[src/rtl/pc_mem_if.sv]
// Multicycle fetch/memory-access stage: owns PC, IR and MDR and sequences
// dual-port block-RAM accesses, returning a one-cycle done pulse to the control FSM.
module pc_mem_if #(
    parameter int unsigned          ADDR_W   = 8,
    parameter int unsigned          DATA_W   = 32,
    parameter int unsigned          RD_LAT   = 1,
    parameter logic [DATA_W-1:0]    RESET_PC = '0
) (
    input  logic              clk,
    input  logic              rst_n,
    input  logic              mem_req,
    input  logic              lorD,
    input  logic              MemWrite,
    input  logic              IRWrite,
    input  logic              PCWrite,
    input  logic              Branch,
    input  logic              zero,
    input  logic [1:0]        PCSrc,
    input  logic [DATA_W-1:0] alu_result,
    input  logic [DATA_W-1:0] alu_out,
    input  logic [DATA_W-1:0] store_data,
    output logic [DATA_W-1:0] pc,
    output logic [DATA_W-1:0] instr,
    output logic [DATA_W-1:0] mdr,
    output logic              mem_done,
    output logic              mem_busy,
    output logic              mem_err,
    output logic              ena,
    output logic              wea,
    output logic [ADDR_W-1:0] addra,
    output logic [DATA_W-1:0] dina,
    output logic              enb,
    output logic [ADDR_W-1:0] addrb,
    input  logic [DATA_W-1:0] doutb
);

    typedef enum logic [1:0] {
        IDLE    = 2'd0,
        RD_WAIT = 2'd1,
        DONE    = 2'd2
    } state_t;

    localparam logic [1:0] CNT_INIT = 2'(RD_LAT);

    state_t            state_q;
    logic [1:0]        cnt_q;
    logic [ADDR_W-1:0] addr_q;
    logic              irw_q;
    logic [DATA_W-1:0] pc_q;
    logic [DATA_W-1:0] pc_d;
    logic [DATA_W-1:0] instr_q;
    logic [DATA_W-1:0] mdr_q;
    logic              done_q;
    logic              busy_q;
    logic              err_q;

    logic [DATA_W-1:0] sel_c;
    logic [ADDR_W-1:0] word_c;
    logic              aligned_c;
    logic              req_ok_c;
    logic              pc_en_c;
    logic              unused_c;

    // Address select; bits above the RAM word address are dropped so addresses wrap.
    assign sel_c     = lorD ? alu_out : pc_q;
    assign word_c    = sel_c[ADDR_W+1:2];
    assign aligned_c = (sel_c[1:0] == 2'b00);
    assign unused_c  = ^sel_c[DATA_W-1:ADDR_W+2];

    // RAM strobes must fire in the request cycle itself, so they are decoded from inputs.
    assign req_ok_c = !rst_n && (state_q == IDLE) && mem_req && aligned_c;
    assign ena      = req_ok_c && MemWrite;
    assign wea      = req_ok_c && MemWrite;
    assign enb      = req_ok_c && !MemWrite;
    assign addra    = word_c;
    assign dina     = store_data;
    assign addrb    = (state_q == IDLE) ? word_c : addr_q;

    assign pc_en_c = PCWrite | (Branch & zero);

    always_comb begin
        pc_d = pc_q;
        case (PCSrc)
            2'b00:   pc_d = alu_result;
            2'b01:   pc_d = alu_out;
            2'b10:   pc_d = {pc_q[DATA_W-1:28], instr_q[25:0], 2'b00};
            default: pc_d = pc_q;
        endcase
    end

    // Access sequencer plus PC/IR/MDR state.
    always_ff @(posedge clk) begin
        if (rst_n) begin
            state_q <= IDLE;
            cnt_q   <= 2'd0;
            addr_q  <= '0;
            irw_q   <= 1'b0;
            pc_q    <= RESET_PC;
            instr_q <= '0;
            mdr_q   <= '0;
            done_q  <= 1'b0;
            busy_q  <= 1'b0;
            err_q   <= 1'b0;
        end else begin
            done_q <= 1'b0;
            err_q  <= 1'b0;
            if (pc_en_c) begin
                pc_q <= pc_d;
            end
            case (state_q)
                IDLE: begin
                    if (mem_req) begin
                        if (!aligned_c) begin
                            err_q <= 1'b1;
                        end else if (MemWrite) begin
                            state_q <= DONE;
                            done_q  <= 1'b1;
                            busy_q  <= 1'b1;
                        end else begin
                            addr_q  <= word_c;
                            irw_q   <= IRWrite;
                            cnt_q   <= CNT_INIT;
                            state_q <= RD_WAIT;
                            busy_q  <= 1'b1;
                        end
                    end
                end
                RD_WAIT: begin
                    if (cnt_q == 2'd1) begin
                        if (irw_q) begin
                            instr_q <= doutb;
                        end else begin
                            mdr_q <= doutb;
                        end
                        state_q <= DONE;
                        done_q  <= 1'b1;
                    end else begin
                        cnt_q <= cnt_q - 2'd1;
                    end
                end
                DONE: begin
                    state_q <= IDLE;
                    busy_q  <= 1'b0;
                end
                default: begin
                    state_q <= IDLE;
                    busy_q  <= 1'b0;
                end
            endcase
        end
    end

    assign pc       = pc_q;
    assign instr    = instr_q;
    assign mdr      = mdr_q;
    assign mem_done = done_q;
    assign mem_busy = busy_q;
    assign mem_err  = err_q;

endmodule

[config.mk]
export PLATFORM = sky130hd
export DESIGN_NAME = pc_mem_if
export DESIGN_NICKNAME = d
export VERILOG_FILES = /design/src/rtl/pc_mem_if.sv
export SDC_FILE = /design/constraint.sdc
export NUM_CORES = 1
export LEC_CHECK = 0
export ABC_CLOCK_PERIOD_IN_PS = 2200
export BUFFER_PORTS_ARGS = -buffer_cell sky130_fd_sc_hd__buf_4
export CORE_AREA = 2 2 113 115
export DETAILED_ROUTE_END_ITERATION = 16
export DIE_AREA = 0 0 115 117
export GPL_TIMING_DRIVEN = 0
export PLACE_DENSITY_LB_ADDON = 0.12
export SETUP_SLACK_MARGIN = 0.5
export SYNTH_ARGS = -nofsm -noshare
export SYNTH_HDL_FRONTEND = slang
export SYNTH_SLANG_ARGS = --single-unit
[constraint.sdc]
create_clock -name clk -period 2.2 [get_ports clk]
set_clock_uncertainty 0.05 [all_clocks]
set_input_delay 0.22 -clock clk [delete_from_list [all_inputs] [get_ports clk]]
set_output_delay 0.22 -clock clk [all_outputs]
set_load 0.005 [all_outputs]
# Word level (Yosys, flattened, before mapping)
# Index checks and enable logic that the tools add are counted.
# W data, S select, Z words.
# op_classes
addsub,1
bitwise_logic,8
n_mux,22
reduce_logical,22
n_eq_ne,9
# ops
operator,n
$pmux W32 S3,1
$mux W2,8
$reduce_and A3 Y1,5
$mux W10,1
$ne A2 B2 Y1 const B,5
$mux W8,1
$pmux W2 S2,2
$mux W1,7
$eq A2 B1 Y1 const B,3
$logic_not A2 Y1,3
$not A1 Y1,6
$logic_and A1 B1 Y1,5
$reduce_and A5 Y1,1
$pmux W1 S2,2
$reduce_and A4 Y1,1
$reduce_bool A2 Y1,2
$reduce_bool A3 Y1,1
$reduce_or A3 Y1,1
$eq A2 B2 Y1 const B,1
$logic_not A1 Y1,2
$reduce_and A2 Y1,1
$sub A2 B1 Y2 const B,1
$and A1 B1 Y1,1
$or A1 B1 Y1,1
# word_totals
inputBits,139
register_bits,112
output_inout_bits,150
elab_cells,73

# Depth between registers and ports, before layout
# logic_depth
word_depth,5
ltp_mapped,7
ltp_nobuf,5

# Worst setup path before layout
# No wires, ideal clock.
# synth_timing
kind,in2reg
from,input port PCSrc[0]
to,register pc_q[10] (netlist: pc[10])
setup_ns,0.117
cell_stages,6
path_slack_ns,0.661
n_path_buf,2
required_ns,2.033
arrival_time_ns,1.372
cell_sequence,inv_1 > ha_1 > clkbuf_1 > clkbuf_1 > a21oi_1 > a22o_1
# synth_via
elab_chain_cells,3
word_cells_on_any_way,6
classes_between,eq/ne (2); mux (1); reduce/logical (3)
# synth_rtl
item,line,source
start: declaration,18,"input logic [1:0] PCSrc,"
"$eq A2 B2 Y1, or another cell as far along",83,case (PCSrc)
$reduce_bool A3 Y1 (no line),--,
$reduce_and A2 Y1 (no line),--,
end signal: assignment,108,pc_q <= pc_d;
end: declaration,49,logic [DATA_W-1:0] pc_q;
# Several ways; a longest one is shown, not always the timed one.
# A chain may end at the register's enable or synchronous reset.

# Final worst setup path
# layout_timing
from,register state_q[0]
to,output port wea
# layout_via
elab_chain_cells,5
# layout_rtl
item,line,source
start: declaration,45,state_t state_q;
start signal: assignment,94,state_q <= IDLE;
start signal: assignment,116,state_q <= DONE;
start signal: assignment,123,state_q <= RD_WAIT;
$logic_not A2 Y1,71,assign req_ok_c = !rst_n && (state_q == IDLE) && mem_req && aligned_c;
$logic_and A1 B1 Y1 (3 in a row),71,
$logic_and A1 B1 Y1,73,assign wea = req_ok_c && MemWrite;
end: declaration,29,"output logic wea,"
# No other way between the ends.

==> summary.txt <==
Outcome
  • Outcome: completed

Synthesis
  • Syn Area/Cell: about 8.2 µm²
  • Syn Inst Count: between 600 and 700
  • Seq/Total Area, Yosys: 0.440
  • Number of synthesized register bits: roughly 110
  • Synthesized cell area: between 0.005 and 0.006 mm²
  • Synth top area share: 0.440
  • Commonest cells in the synthesized netlist: nand2_1 (139), dfxtp_1 (112), a21oi_1 (97)
  • Distinct cells, synth: 42
  • Most used DFF post-synth: dfxtp_1
  • Synth area leaders: dfxtp_1 (44%), nand2_1 (10%), a21oi_1 (9.5%), buf_4 (5.3%), a22o_1 (4.5%)
  • Count leader, synth: nand2_1
  • Cell taking the most area after synthesis: dfxtp_1
  • Syn nets: around 770
  • Synthesis Warnings: 0
  • Number of synthesized flops with an enable pin: 0
  • Ys async rst share: 0

Power
  • Power per Cell Area: just over 600 mW/mm²
  • Pleak: 0.00352 µW
  • Tot Pwr: 4650 µW
  • VDD IR max: between 0.0003 and 0.0004 V

Clocking
  • # H-tree levels: 3
  • CTS tree: done
  • Clk_lat worst skew: roughly 340 ps
  • Longest Clk Path Bufs: 2
  • Clk pin slew, worst setup/hold paths: roughly 70 ps
  • Num CTS Buffers: 9
  • Clock sinks: 112
  • Clk root buf: clkbuf_16

Hold path
  • Endpoint, Worst Hold: instr[30]
  • Worst Hold Depth: 3
  • Worst min path class: input pin to flip-flop
  • HP Start: doutb[30]

Placement
  • HPWL after detailed placement: between 10 and 15 mm
  • Port Buffers: 255
  • Gpl congestion: between 0.8 and 0.9
  • Post-place instance area: roughly 0.007 mm²

Critical path
  • Worst r2r src: pc[0]
  • WS Path Type: flip-flop to output port
  • Reg2reg setup slack: ~490 ps
  • Reg-to-Reg End: addr_q[7]
  • Crit path launch type: flip-flop
  • CP max FO: 4
  • Largest stage delay, worst path: ~320 ps
  • Critical Path RT: 1930 ps
  • Crit path capture type: output port
  • Worst Path Arrival: approximately 1500 ps
  • Cells along the critical path: or2_4 > buf_8 > nor2_4 > and4b_1 > buf_4 > buf_6
  • R2r worst-path depth: 6
  • Worst path slowest cell: dfxtp_2

STA
  • Worst-Margin Slew: approximately 740 ps
  • Setup_tns: 0 ps
  • Tmin final: about 1800 ps
  • Fmax: roughly 560 MHz
  • Final slew viol count: 0
  • Rel. slew slack: 0.506
  • Final setup viols: 0
  • RSZ-0062 raised after global routing: true
  • Final period utilization: 0.814
  • Final number of hold-violating endpoints: 0

Die
  • Initial Util: 0.414
  • Site row count: between 40 and 50
  • Total die area: around 0.013 mm²
  • Core area: 0.0123 mm²
  • I/O pins: slightly below 300
  • Die W: between 100 and 150 µm
  • Die Ht: ~120 µm

Global routing
  • Remaining Overflow, GRT: 0
  • Largest net degree at the start of global routing: 17
  • First-pass GRT wire length: 26.3 mm
  • GRT Util Overall: 0.250
  • M3 GR Usage: 0.0747
  • GR peak layer: met2
  • Met1 GRT Util: 0.297
  • Number of global-route vias before repair: between 5k and 6k
  • Initial antenna violation count: 0
  • GR Layer Usage met2: 0.426

Final layout
  • Inserted Diodes: 0
  • Post-route design area: 0.00766 mm²
  • Layout cells sized above 1: 0.417
  • Final #Nets: 1036
  • Area Growth Syn to Fin: 50.2%
  • Fill count: between 1k and 1.5k

Route
  • Starting DRC count in detailed routing: 416
  • Via density: 5.26
  • WL per Instance: ~17 µm
  • Vias: around 5.5k
  • Drt first pass iters: 5
  • WL final: between 15 and 20 mm
  • Remaining DRCs: 0
  • Post-DRT Antenna Nets: 0

Run
  • Max cap viols: 0
-- flip-flops by register name (all words and copies together), names as in the netlist --
name and flops:
mem_done 1, mem_err 1, mem_busy 1, irw_q 1
mdr 32, pc 32, addr_q 8, instr 32
state_q 2, cnt_q 2
-- logic make-up after synthesis --
family	Yosys count	synth area share
flops	112	0.440
mux	17	0.0412
fa+ha+maj	5	0.0123
compound gates	178	0.221
simple gates	212	0.181
buf+inv	97	0.104
-- how the worst max path moves through the flow --
stage / from / to / depth (start not counted)
after floorplan: PCSrc[0] / pc[10] / 6
after global placement: PCSrc[0] / pc[15] / 7
after detailed placement: PCSrc[0] / pc[15] / 7
after CTS: state_q[1] / wea / 6
after global routing: state_q[1] / wea / 6
final: state_q[0] / wea / 6
-- what timing repair did --
item | 4_1_cts | 5_1_grt
setup endpoints to repair | 53 | 77
gates resized for setup | 32 | 28
pin swaps | 4 | 2
hold buffers | 0 | 0
setup buffers | 4 | 1
-- layout make-up --
cell class / instances / area, µm² / share of cell area
multi-input cells: 412 / 2410 / 0.314
flip-flops and latches: 112 / 2240 / 0.293
repair buffers: 260 / 1960 / 0.255
plain buffers: 81 / 510 / 0.0666
clock buffers: 11 / 253 / 0.0330
well taps: 150 / 188 / 0.0245
inverters: 16 / 60.1 / 0.00784
clock inverters: 3 / 42.5 / 0.00555
-- placed cells by master (no fill, tap or decap), types with 2 or more instances in the layout --
master	instances
a22oi_1	26
a21boi_0	2
mux2_4	8
nand2_1	134
a21oi_1	97
clkbuf_4	2
clkbuf_1	11
dfxtp_1	110
dfxtp_2	2
and4b_1	2
buf_4	297
nor2_1	36
and3_1	7
clkbuf_8	2
a22o_1	26
clkbuf_2	13
buf_1	3
buf_6	3
o21ai_2	6
mux2i_1	9
buf_2	11
o21ai_1	2
ha_1	4
clkbuf_16	9
nor3_1	7
nand2_2	5
a2111oi_0	5
o21a_1	2
nor2b_1	9
inv_1	16
-- report_power, final --
group          total (µW)  switching [µW]  internal [µW]  leakage (µW)
Sequential           2140            47.1           2090      0.000909
Combinational         859             390            469       0.00246
Clock                1650             722            932      0.000143
Total                4650            1160           3490       0.00352
-- worst max-delay path: cells and delay by family, from the launching register on --
kind / cells / cell delay, ps
simple gates: 3 / 530
flops: 1 / 320
buf+inv: 3 / 320
-- through the flow --
stage	utilization	worst slack [ps]	cells	hold slack (ps)
5_1_grt	0.622	348	1045	77.6
3_3_place_gp	0.585	115	1026	394
4_1_cts	0.617	345	1044	73.8
6_report	0.622	408	1045	81.0
2_1_floorplan	-	661	621	306
3_5_place_dp	0.585	59.0	1026	399
-- routing by layer --
| layer | share of wire | vias up |
|---|---|---|
| met2 | 0.48 | 301 |
| met4 | 0.027 | 0 |
| met5 | 0 | - |
| met3 | 0.097 | 41 |
| li1 | - | 2638 |
| met1 | 0.40 | 2519 |
(Power assumes the default switching activity.)
